`src/rtl/and_lab_pkg.sv`:
```
// Shared constants for the AND-gate lab input stage: board and simulation debounce settings.
package and_lab_pkg;

  localparam int unsigned DEFAULT_STABLE_CYCLES = 50000;
  localparam int unsigned SIM_STABLE_CYCLES     = 4;
  localparam int unsigned DEFAULT_CNT_W         = 16;

endpackage : and_lab_pkg

```
`src/rtl/debounce_ch.sv`:
```
// One debounce channel: two-flop synchroniser, stability counter, registered level and edge pulses.
module debounce_ch
  import and_lab_pkg::*;
#(
  parameter int unsigned STABLE_CYCLES = DEFAULT_STABLE_CYCLES,
  parameter int unsigned CNT_W         = DEFAULT_CNT_W
) (
  input  logic clk,
  input  logic rst_n,
  input  logic raw_i,
  output logic out_o,
  output logic rise_o,
  output logic fall_o
);

  localparam logic [CNT_W-1:0] LAST_CNT = CNT_W'(STABLE_CYCLES - 1);

  logic             s1_q, s2_q;
  logic [CNT_W-1:0] cnt_q, cnt_d;
  logic             out_q, out_d;
  logic             rise_q, rise_d;
  logic             fall_q, fall_d;

  // Synchroniser chain; s2 is the only copy the rest of the channel looks at.
  always_ff @(posedge clk or negedge rst_n) begin
    if (!rst_n) begin
      s1_q <= 1'b0;
      s2_q <= 1'b0;
    end else begin
      s1_q <= raw_i;
      s2_q <= s1_q;
    end
  end

  // Stable when s2 matches the output; otherwise count, committing on the last count.
  always_comb begin
    cnt_d  = '0;
    out_d  = out_q;
    rise_d = 1'b0;
    fall_d = 1'b0;
    if (s2_q != out_q) begin
      if (cnt_q == LAST_CNT) begin
        out_d  = s2_q;
        rise_d = s2_q;
        fall_d = ~s2_q;
      end else begin
        cnt_d = cnt_q + CNT_W'(1);
      end
    end
  end

  always_ff @(posedge clk or negedge rst_n) begin
    if (!rst_n) begin
      cnt_q  <= '0;
      out_q  <= 1'b0;
      rise_q <= 1'b0;
      fall_q <= 1'b0;
    end else begin
      cnt_q  <= cnt_d;
      out_q  <= out_d;
      rise_q <= rise_d;
      fall_q <= fall_d;
    end
  end

  assign out_o  = out_q;
  assign rise_o = rise_q;
  assign fall_o = fall_q;

endmodule : debounce_ch

```
`src/rtl/and_in_debounce.sv`:
```
// Two independent debounced inputs feeding the a/b pins of the AND gate stage.
module and_in_debounce
  import and_lab_pkg::*;
#(
  parameter int unsigned STABLE_CYCLES = DEFAULT_STABLE_CYCLES,
  parameter int unsigned CNT_W         = DEFAULT_CNT_W
) (
  input  logic clk,
  input  logic rst_n,
  input  logic a_raw,
  input  logic b_raw,
  output logic a_o,
  output logic b_o,
  output logic a_rise,
  output logic a_fall,
  output logic b_rise,
  output logic b_fall
);

  debounce_ch #(
    .STABLE_CYCLES(STABLE_CYCLES),
    .CNT_W        (CNT_W)
  ) u_ch_a (
    .clk   (clk),
    .rst_n (rst_n),
    .raw_i (a_raw),
    .out_o (a_o),
    .rise_o(a_rise),
    .fall_o(a_fall)
  );

  debounce_ch #(
    .STABLE_CYCLES(STABLE_CYCLES),
    .CNT_W        (CNT_W)
  ) u_ch_b (
    .clk   (clk),
    .rst_n (rst_n),
    .raw_i (b_raw),
    .out_o (b_o),
    .rise_o(b_rise),
    .fall_o(b_fall)
  );

endmodule : and_in_debounce

```
`config.mk`:
```
export PLATFORM = sky130hd
export DESIGN_NAME = and_in_debounce
export DESIGN_NICKNAME = d
export VERILOG_FILES = /design/src/rtl/and_lab_pkg.sv /design/src/rtl/debounce_ch.sv /design/src/rtl/and_in_debounce.sv
export SDC_FILE = /design/constraint.sdc
export NUM_CORES = 1
export LEC_CHECK = 0
export BUFFER_PORTS_ARGS = -buffer_cell sky130_fd_sc_hd__clkbuf_2
export CAP_MARGIN = 40
export CELL_PAD_IN_SITES_DETAIL_PLACEMENT = 2
export CELL_PAD_IN_SITES_GLOBAL_PLACEMENT = 2
export CORE_MARGIN = 2
export CORE_UTILIZATION = 40
export CTS_CLUSTER_SIZE = 16
export DETAILED_ROUTE_END_ITERATION = 12
export GPL_ROUTABILITY_DRIVEN = 0
export HOLD_SLACK_MARGIN = 0.15
export PLACE_DENSITY_LB_ADDON = 0.1
export SKIP_LAST_GASP = 1
export SLEW_MARGIN = 20
export SYNTH_ARGS = -nofsm -noshare
export SYNTH_HDL_FRONTEND = slang
export SYNTH_SLANG_ARGS = --single-unit
```
`constraint.sdc`:
```
create_clock -name clk -period 2.79 [get_ports clk]
set_input_delay 0.1395 -clock clk [delete_from_list [all_inputs] [get_ports clk]]
set_output_delay 0.1395 -clock clk [all_outputs]
set_load 0.005 [all_outputs]
```
==> impl_results.md, run 1 <==
* Initial core utilization at 40.81%
* Initial DRC count at 60
* TNS Setup at 0 ns
* Die outline height at 72.96 µm
* RSZ-0062 raised after global routing: no
* Number of I/O pins at 10
* Mean Syn Cell Area at 10.62 µm²
* Final worst slack at 0.8856 ns
* Final core occ at 47.44%
* Worst rel slew slack at 56.03%
* CP max-delay cell: nand2_1
* Crit-path cells: ha_1, and3_1, nand4_1, nand2_1, nor2_1
* PD cells at 564.2 nW/µm²
* Post-synthesis cell count at 179
* Max Cap Violations at 0
* Ratio of cells with drive above 1 in the final layout at 12.56%
* CTS tree: yes
* CTS clock-pin slew for the worst setup and hold paths at 0.09 ns
* CP Launch Type: register
* Final Setup Violations at 0
* Horiz. Die Dim at 72.96 µm
* Final slew viol count at 0
* Avg Vias per Cell at 5.474
* Static leakage at 0.9173 nW
* Final min period at 1.904 ns
* TritonCTS Buffers at 5
* Commonest cells after routing, fill and taps aside: 42 x dfrtp_1, 33 x nor2_1, 21 x xnor2_1, 10 x nand4_1, 10 x nand3_1
* # clock sinks at 42
* Die area at 5322 µm²
* Outcome: finished, final reports clean
* Worst clock skew at 0.01237 ns
* Seq/Total Area, Yosys at 55.26%
* Largest net degree at the start of global routing at 25
* Final nets at 204
* Worst flop-to-flop path startpoint: u_ch_b.cnt_q[0]
* Post-CTS sizing at 0
* DP Cell Count at 242
* Final hold vios at 0
* Antenna violations before repair at 0
* Setup Crit Path Kind: register to register
* Antenna Cells at 0
* Critical path required time at 2.95 ns
* Synthesis-stage register bit count at 42
* Hold slack at 0.3631 ns
* Area growth, synth to finish at 16.25%
* Drt total wl at 4319 µm
* Pre-CTS setup slack at 0.8602 ns
* Kind of cell adding the most delay to the critical path: simple AND/OR/NAND/NOR gates
* Crit path buffers/inverters at 0
* H-Tree Depth at 2
* First-pass GRT wire length at 7576 µm
* CP startpoint: u_ch_b.cnt_q[0]
* Worst Path Arrival at 2.06 ns
* Hold Path Class: register to register
* Cts hold-fix bufs at 3
* Ys Warns at 0
* Post-route cell area at 2211 µm²
* Gr ovfl total at 0
* Max clock buf depth at 2
* Fmax at 525.1 MHz
* Crit path largest cell delay at 0.51 ns
* Postcts setup bufs at 0
* Row count at 25
* Detailed Place HPWL at 3149 µm
* Fin crit share at 68.26%
* Synth unique cells at 28
* Vias in the first global route at 1583
* Placed Area at 2043 µm²
* Vias at 1385
* Worst hold path startpoint: u_ch_a.s1_q
* Worst-Skew Late Latency at 0.29 ns
* Global Route Usage Sum at 18.68%
* Post-DRT Antenna Nets at 0
* Buffers on Ports at 9
* Commonest non-fill, non-tap cell in the layout: dfrtp_1
* Pre-antenna DRT Iters at 3
* Slew @ Worst Pin at 0.6596 ns
* Power, Total at 1.247 mW
* Post-Synthesis Net Count at 185
* CP endpoint kind: register
* Peak supply drop at 0.4160 mV
* Netlist Area Pre-Place at 1902 µm²
* Filler-free cell count of the finished design at 253
* Routed wire per std cell at 17.07 µm
* Total core area at 4661 µm²
* Remaining DRCs at 0
* Root Driver: clkbuf_8
* Largest fanout on the critical path at 15
==> sequential cells by signal, indices dropped and copies added (netlist names) <==
register and cells:
u_ch_a.cnt_q 16, u_ch_a.fall_o 1, u_ch_a.out_o 1, u_ch_a.rise_o 1
u_ch_a.s1_q 1, u_ch_a.s2_q 1, u_ch_b.cnt_q 16, u_ch_b.fall_o 1
u_ch_b.out_o 1, u_ch_b.rise_o 1, u_ch_b.s1_q 1, u_ch_b.s2_q 1
==> Yosys cell counts (all sizes together) <==
master / n / share of area (%)
xnor2: 21 / 9.7
nor4: 7 / 2.3
or3: 1 / 0.33
nor2: 33 / 6.5
ha: 2 / 1.3
o41ai: 1 / 0.86
nor3b: 4 / 1.6
nor4b: 2 / 0.92
nor3: 8 / 2.1
or4: 2 / 0.99
nand3b: 1 / 0.39
and4b: 1 / 0.53
inv: 4 / 0.79
clkbuf: 1 / 0.20
nand2: 9 / 1.8
xor2: 8 / 3.7
o31ai: 1 / 0.39
and3: 4 / 1.3
and4: 1 / 0.46
nand3: 11 / 3.2
mux2: 2 / 1.4
a21oi: 1 / 0.26
buf: 2 / 0.53
nand4: 10 / 3.3
dfrtp: 42 / 55
==> cell families after synthesis <==
logic type,synth area share [%]
adders and majority gates,1.316
xor gates and xnor gates,13.36
and+or+nand+nor,25.66
muxes,1.381
AOI/OAI and AO/OA,1.513
buffers and inverters,1.513
DFF,55.26
==> final timing paths <==
check                                   endpoint  slack, ns  cells after the start
worst max register to register   u_ch_b.cnt_q[5]       0.89                      5
worst min-delay path                 u_ch_a.s2_q       0.36                      0
min in group asynchronous        u_ch_b.cnt_q[4]       0.40                      2
max in group asynchronous       u_ch_a.cnt_q[12]       1.85                      3
worst max-delay path             u_ch_b.cnt_q[5]       0.89                      5
worst min register to register       u_ch_a.s2_q       0.36                      0
==> metal layers <==
| layer | vias up | track usage, % | routed length, µm |
|---|---|---|---|
| li1 | 656 | - | - |
| met1 | 718 | 20.94 | 1811 |
| met2 | 7 | 34.55 | 2422 |
| met3 | 4 | 3.591 | 48 |
| met4 | 0 | 7.407 | 36 |
| met5 | - | 0 | 0 |
==> report_power, final <==
part / internal [mW] / switching, mW / leakage (nW)
sequential: 0.618 / 0.0116 / 0.573
combinational: 0.0183 / 0.0270 / 0.276
clock: 0.359 / 0.214 / 0.0683
total: 0.995 / 0.252 / 0.917
==> final cells by class <==
type	count	area [µm²]
fillers	475	2450
flip-flops and latches	42	1051
multi-input cells	130	822.0
repair buffers	15	117.6
clock buffers	5	68.82
clock inverters	3	68.82
well taps	54	67.56
inverters	4	15.01
==> worst reg2reg max path, cell delays in order (launching register included) <==
cell	delay [ns]
dfrtp_1	0.41
ha_1	0.22
and3_1	0.25
nand4_1	0.25
nand2_1	0.51
nor2_1	0.13
Power figures use the tool's default switching activity.
==> inputs of run 2 (changes only) <==
Settings changed: CORE_UTILIZATION 40 to 36.
Clock period 2.79 ns to 1.58 ns, I/O delays scaled along.
==> run 2 against run 1 <==
  * The flow now finishes with violations (setup timing)
  * Via count grew 18%
  * Total power grew 60%
  * Design area grew 19%
  * Clock skew shrank 0.0060 ns
  * Count of clock-buffer cells in the layout grew 1
  * Sequential power grew 76%
  * Largest power group unchanged
==> impl_results.md, run 2 (synthesis results as in run 1) <==
* Pre-CTS setup slack at -0.2631 ns (-1.123 ns)
* Commonest cells after routing, fill and taps aside: 47 x buf_4, 42 x dfrtp_1, 29 x nor2_1, 21 x xnor2_1, 10 x nand4_1
* # clock sinks at 42 (unchanged)
* Die outline height at 76.69 µm (+5.1%)
* Final worst slack at -0.2679 ns (-1.153 ns)
* Logic gate share of total power at 7.1% (+3.5 points)
* CP Launch Type: register
* Static leakage at 1.151 nW (+25%)
* Switching share of power at 24.23% (+4.0 points)
* Root Driver: clkbuf_8
* Internal at 1.508 mW (+52%)
* Max clock buf depth at 2 (unchanged)
* Slew @ Worst Pin at 0.4894 ns (-0.1702 ns)
* Fillers at 541 (+14%)
* Avg Vias per Cell at 5.180 (-5.4%)
* Max Cap Violations at 0 (unchanged)
* Drt total wl at 6450 µm (+49%)
* Worst clock skew at 0.006417 ns (-0.005950 ns)
* TNS Setup at -4.137 ns (-4.137 ns)
* Final min period at 1.848 ns (-0.05651 ns)
* Final Setup Violations at 23 (+23)
* Commonest non-fill, non-tap cell in the layout: buf_4
* Fmax at 541.1 MHz (+3.1%)
* Detailed Place HPWL at 4029 µm (+28%)
* Final hold vios at 0 (unchanged)
* Clk pwr share at 37.2% (-8.7 points)
* Die area at 5881 µm² (+10%)
* Failing checks: setup timing
* Horiz. Die Dim at 76.69 µm (+5.1%)
* Ratio of cells with drive above 1 in the final layout at 36.59% (+24 points)
* Largest registers: u_ch_a.cnt_q (16), u_ch_b.cnt_q (16)
* WL met3 at 156 µm (+230%)
* Largest fanout on the critical path at 4 (-11)
* Peak supply drop at 0.5817 mV (+40%)
* Fin crit share at 117.0% (+49 points)
* CP endpoint kind: register
* Routed met2 length at 3412 µm (+41%)
* Crit path buffers/inverters at 0 (unchanged)
* Antenna Cells at 0 (unchanged)
* First-pass GRT wire length at 9266 µm (+22%)
* Routed wire per std cell at 20.41 µm (+20%)
* Worst flop-to-flop path startpoint: u_ch_a.cnt_q[4]
* H-Tree Depth at 2 (unchanged)
* Final slew viol count at 0 (unchanged)
* RSZ-0062 raised after global routing: yes
* Worst-Skew Late Latency at 0.30 ns (about the same)
* Critical path required time at 1.77 ns (-1.18 ns)
* Setup Crit Path Kind: register to register
* Buffers on Ports at 9 (unchanged)
* Initial core utilization at 37.24% (-3.6 points)
* CTS clock-pin slew for the worst setup and hold paths at 0.09 ns (about the same)
* Initial DRC count at 40 (-33%)
* Crit-path cells: nor4_2, nand3b_1, or4_4, mux2_4
* Largest net degree at the start of global routing at 17 (-32%)
* Vias in the first global route at 1893 (+20%)
* Power, Total at 1.990 mW (+60%)
* Hold Path Class: primary input to async pin
* Worst rel slew slack at 67.37% (+11 points)
* Vias at 1637 (+18%)
* Multi-input gate area at 930.9 µm² (+13%)
* Global Route Usage Sum at 19.83% (+1.2 points)
* Area growth, synth to finish at 38.55%
* Reg2Reg Depth at 4 (-1)
* CTS tree: yes
* Final nets at 251 (+23%)
* Hold slack at 0.2687 ns (-0.09434 ns)
* PD cells at 755.3 nW/µm² (+34%)
* Max layer used: met4
* Metal-1 WL at 2754 µm (+52%)
* Pre-antenna DRT Iters at 3 (unchanged)
* Worst r2r dst: u_ch_a.out_o
* Antenna violations before repair at 0 (unchanged)
* Net Switching at 482.2 µW (+91%)
* Number of I/O pins at 10 (unchanged)
* Total core area at 5107 µm² (+9.6%)
* Post-DRT Antenna Nets at 0 (unchanged)
* Row count at 26 (+4.0%)
* Register share of total power at 55.7% (+5.2 points)
* Kind of cell adding the most delay to the critical path: simple AND/OR/NAND/NOR gates
* Gr ovfl total at 0 (unchanged)
* Outcome: finished with violations
* Register area at 1051 µm² (unchanged)
* Flop2flop setup slack at -0.27 ns (-1.15 ns)
* Crit path largest cell delay at 0.57 ns (+0.06 ns)
* Worst Path Arrival at 2.04 ns (-0.02 ns)
* Remaining DRCs at 0 (unchanged)
* TritonCTS Buffers at 5 (unchanged)
* CP max-delay cell: or4_4
-- run 2: cell types whose count changed in the layout (fill, tap and decap cells not counted), moves of 2 or more --
cell       previous run  this run
nor2_1               33        29
buf_6                 0         2
nor4_1                7         4
nor4_2                0         3
nor2_2                0         4
bufinv_16             2         0
nor4b_1               2         0
buf_4                 2        47
-- run 2: layout make-up --
class / instances / share of cell area, %
repair buffers: 62 / 17.28
inverters: 4 / 0.5698
well taps: 70 / 3.324
clock inverters: 2 / 0.4748
multi-input cells: 130 / 35.33
flip-flops and latches: 42 / 39.89
clock buffers: 6 / 3.134
-- run 2: power by group through the flow --
stage               clock network (mW)  registers (mW)  logic, mW
floorplan                            0            1.13     0.0312
global placement                     0            1.13     0.0947
detailed placement                   0            1.13      0.102
CTS                              0.760            1.11      0.113
global route                     0.804            1.11      0.156
finish                           0.741            1.11      0.141
-- run 2: how the worst max path moves through the flow --
stage,startpoint,to,depth (start not counted),slack [ns]
2_1_floorplan,u_ch_a.cnt_q[12],u_ch_a.out_o,4,-0.17
3_3_place_gp,u_ch_a.cnt_q[12],u_ch_a.out_o,4,-0.22
6_report,u_ch_a.cnt_q[4],u_ch_a.out_o,4,-0.27
4_1_cts,u_ch_a.cnt_q[12],u_ch_a.out_o,4,-0.21
5_1_grt,u_ch_a.cnt_q[4],u_ch_a.cnt_q[7],6,-0.32
3_5_place_dp,u_ch_a.cnt_q[12],u_ch_a.out_o,4,-0.26
-- run 2: worst reg2reg max path: stages (launching register included) --
cell	delay, ns
dfrtp_1	0.41
nor4_2	0.32
nand3b_1	0.14
or4_4	0.57
mux2_4	0.31
-- run 2: routing by layer --
metal  GRT usage (%)  vias up
met3           3.412       12
met5               0        -
li1                -      749
met1           24.31      850
met4           5.455        0
met2           35.79       26
-- run 2: what timing repair did --
item | 4_1_cts | 5_1_grt
endpoints found under the setup margin | 36 | 37
resized for setup | 8 | 16
hold buffers | 3 | 0
endpoints found under the hold margin | 16 | 0
buffers inserted | 4 | 6
gates cloned | 0 | 1
pin swaps | 3 | 8
-- run 2: stage by stage --
step / utilization, % / instances / area, µm²
6_report: 51.59 / 316 / 2635
5_1_grt: 51.59 / 316 / 2635
4_1_cts: 49.09 / 309 / 2507
3_5_place_dp: 45.30 / 294 / 2313
3_3_place_gp: 45.30 / 294 / 2313
2_1_floorplan: - / 179 / 1903
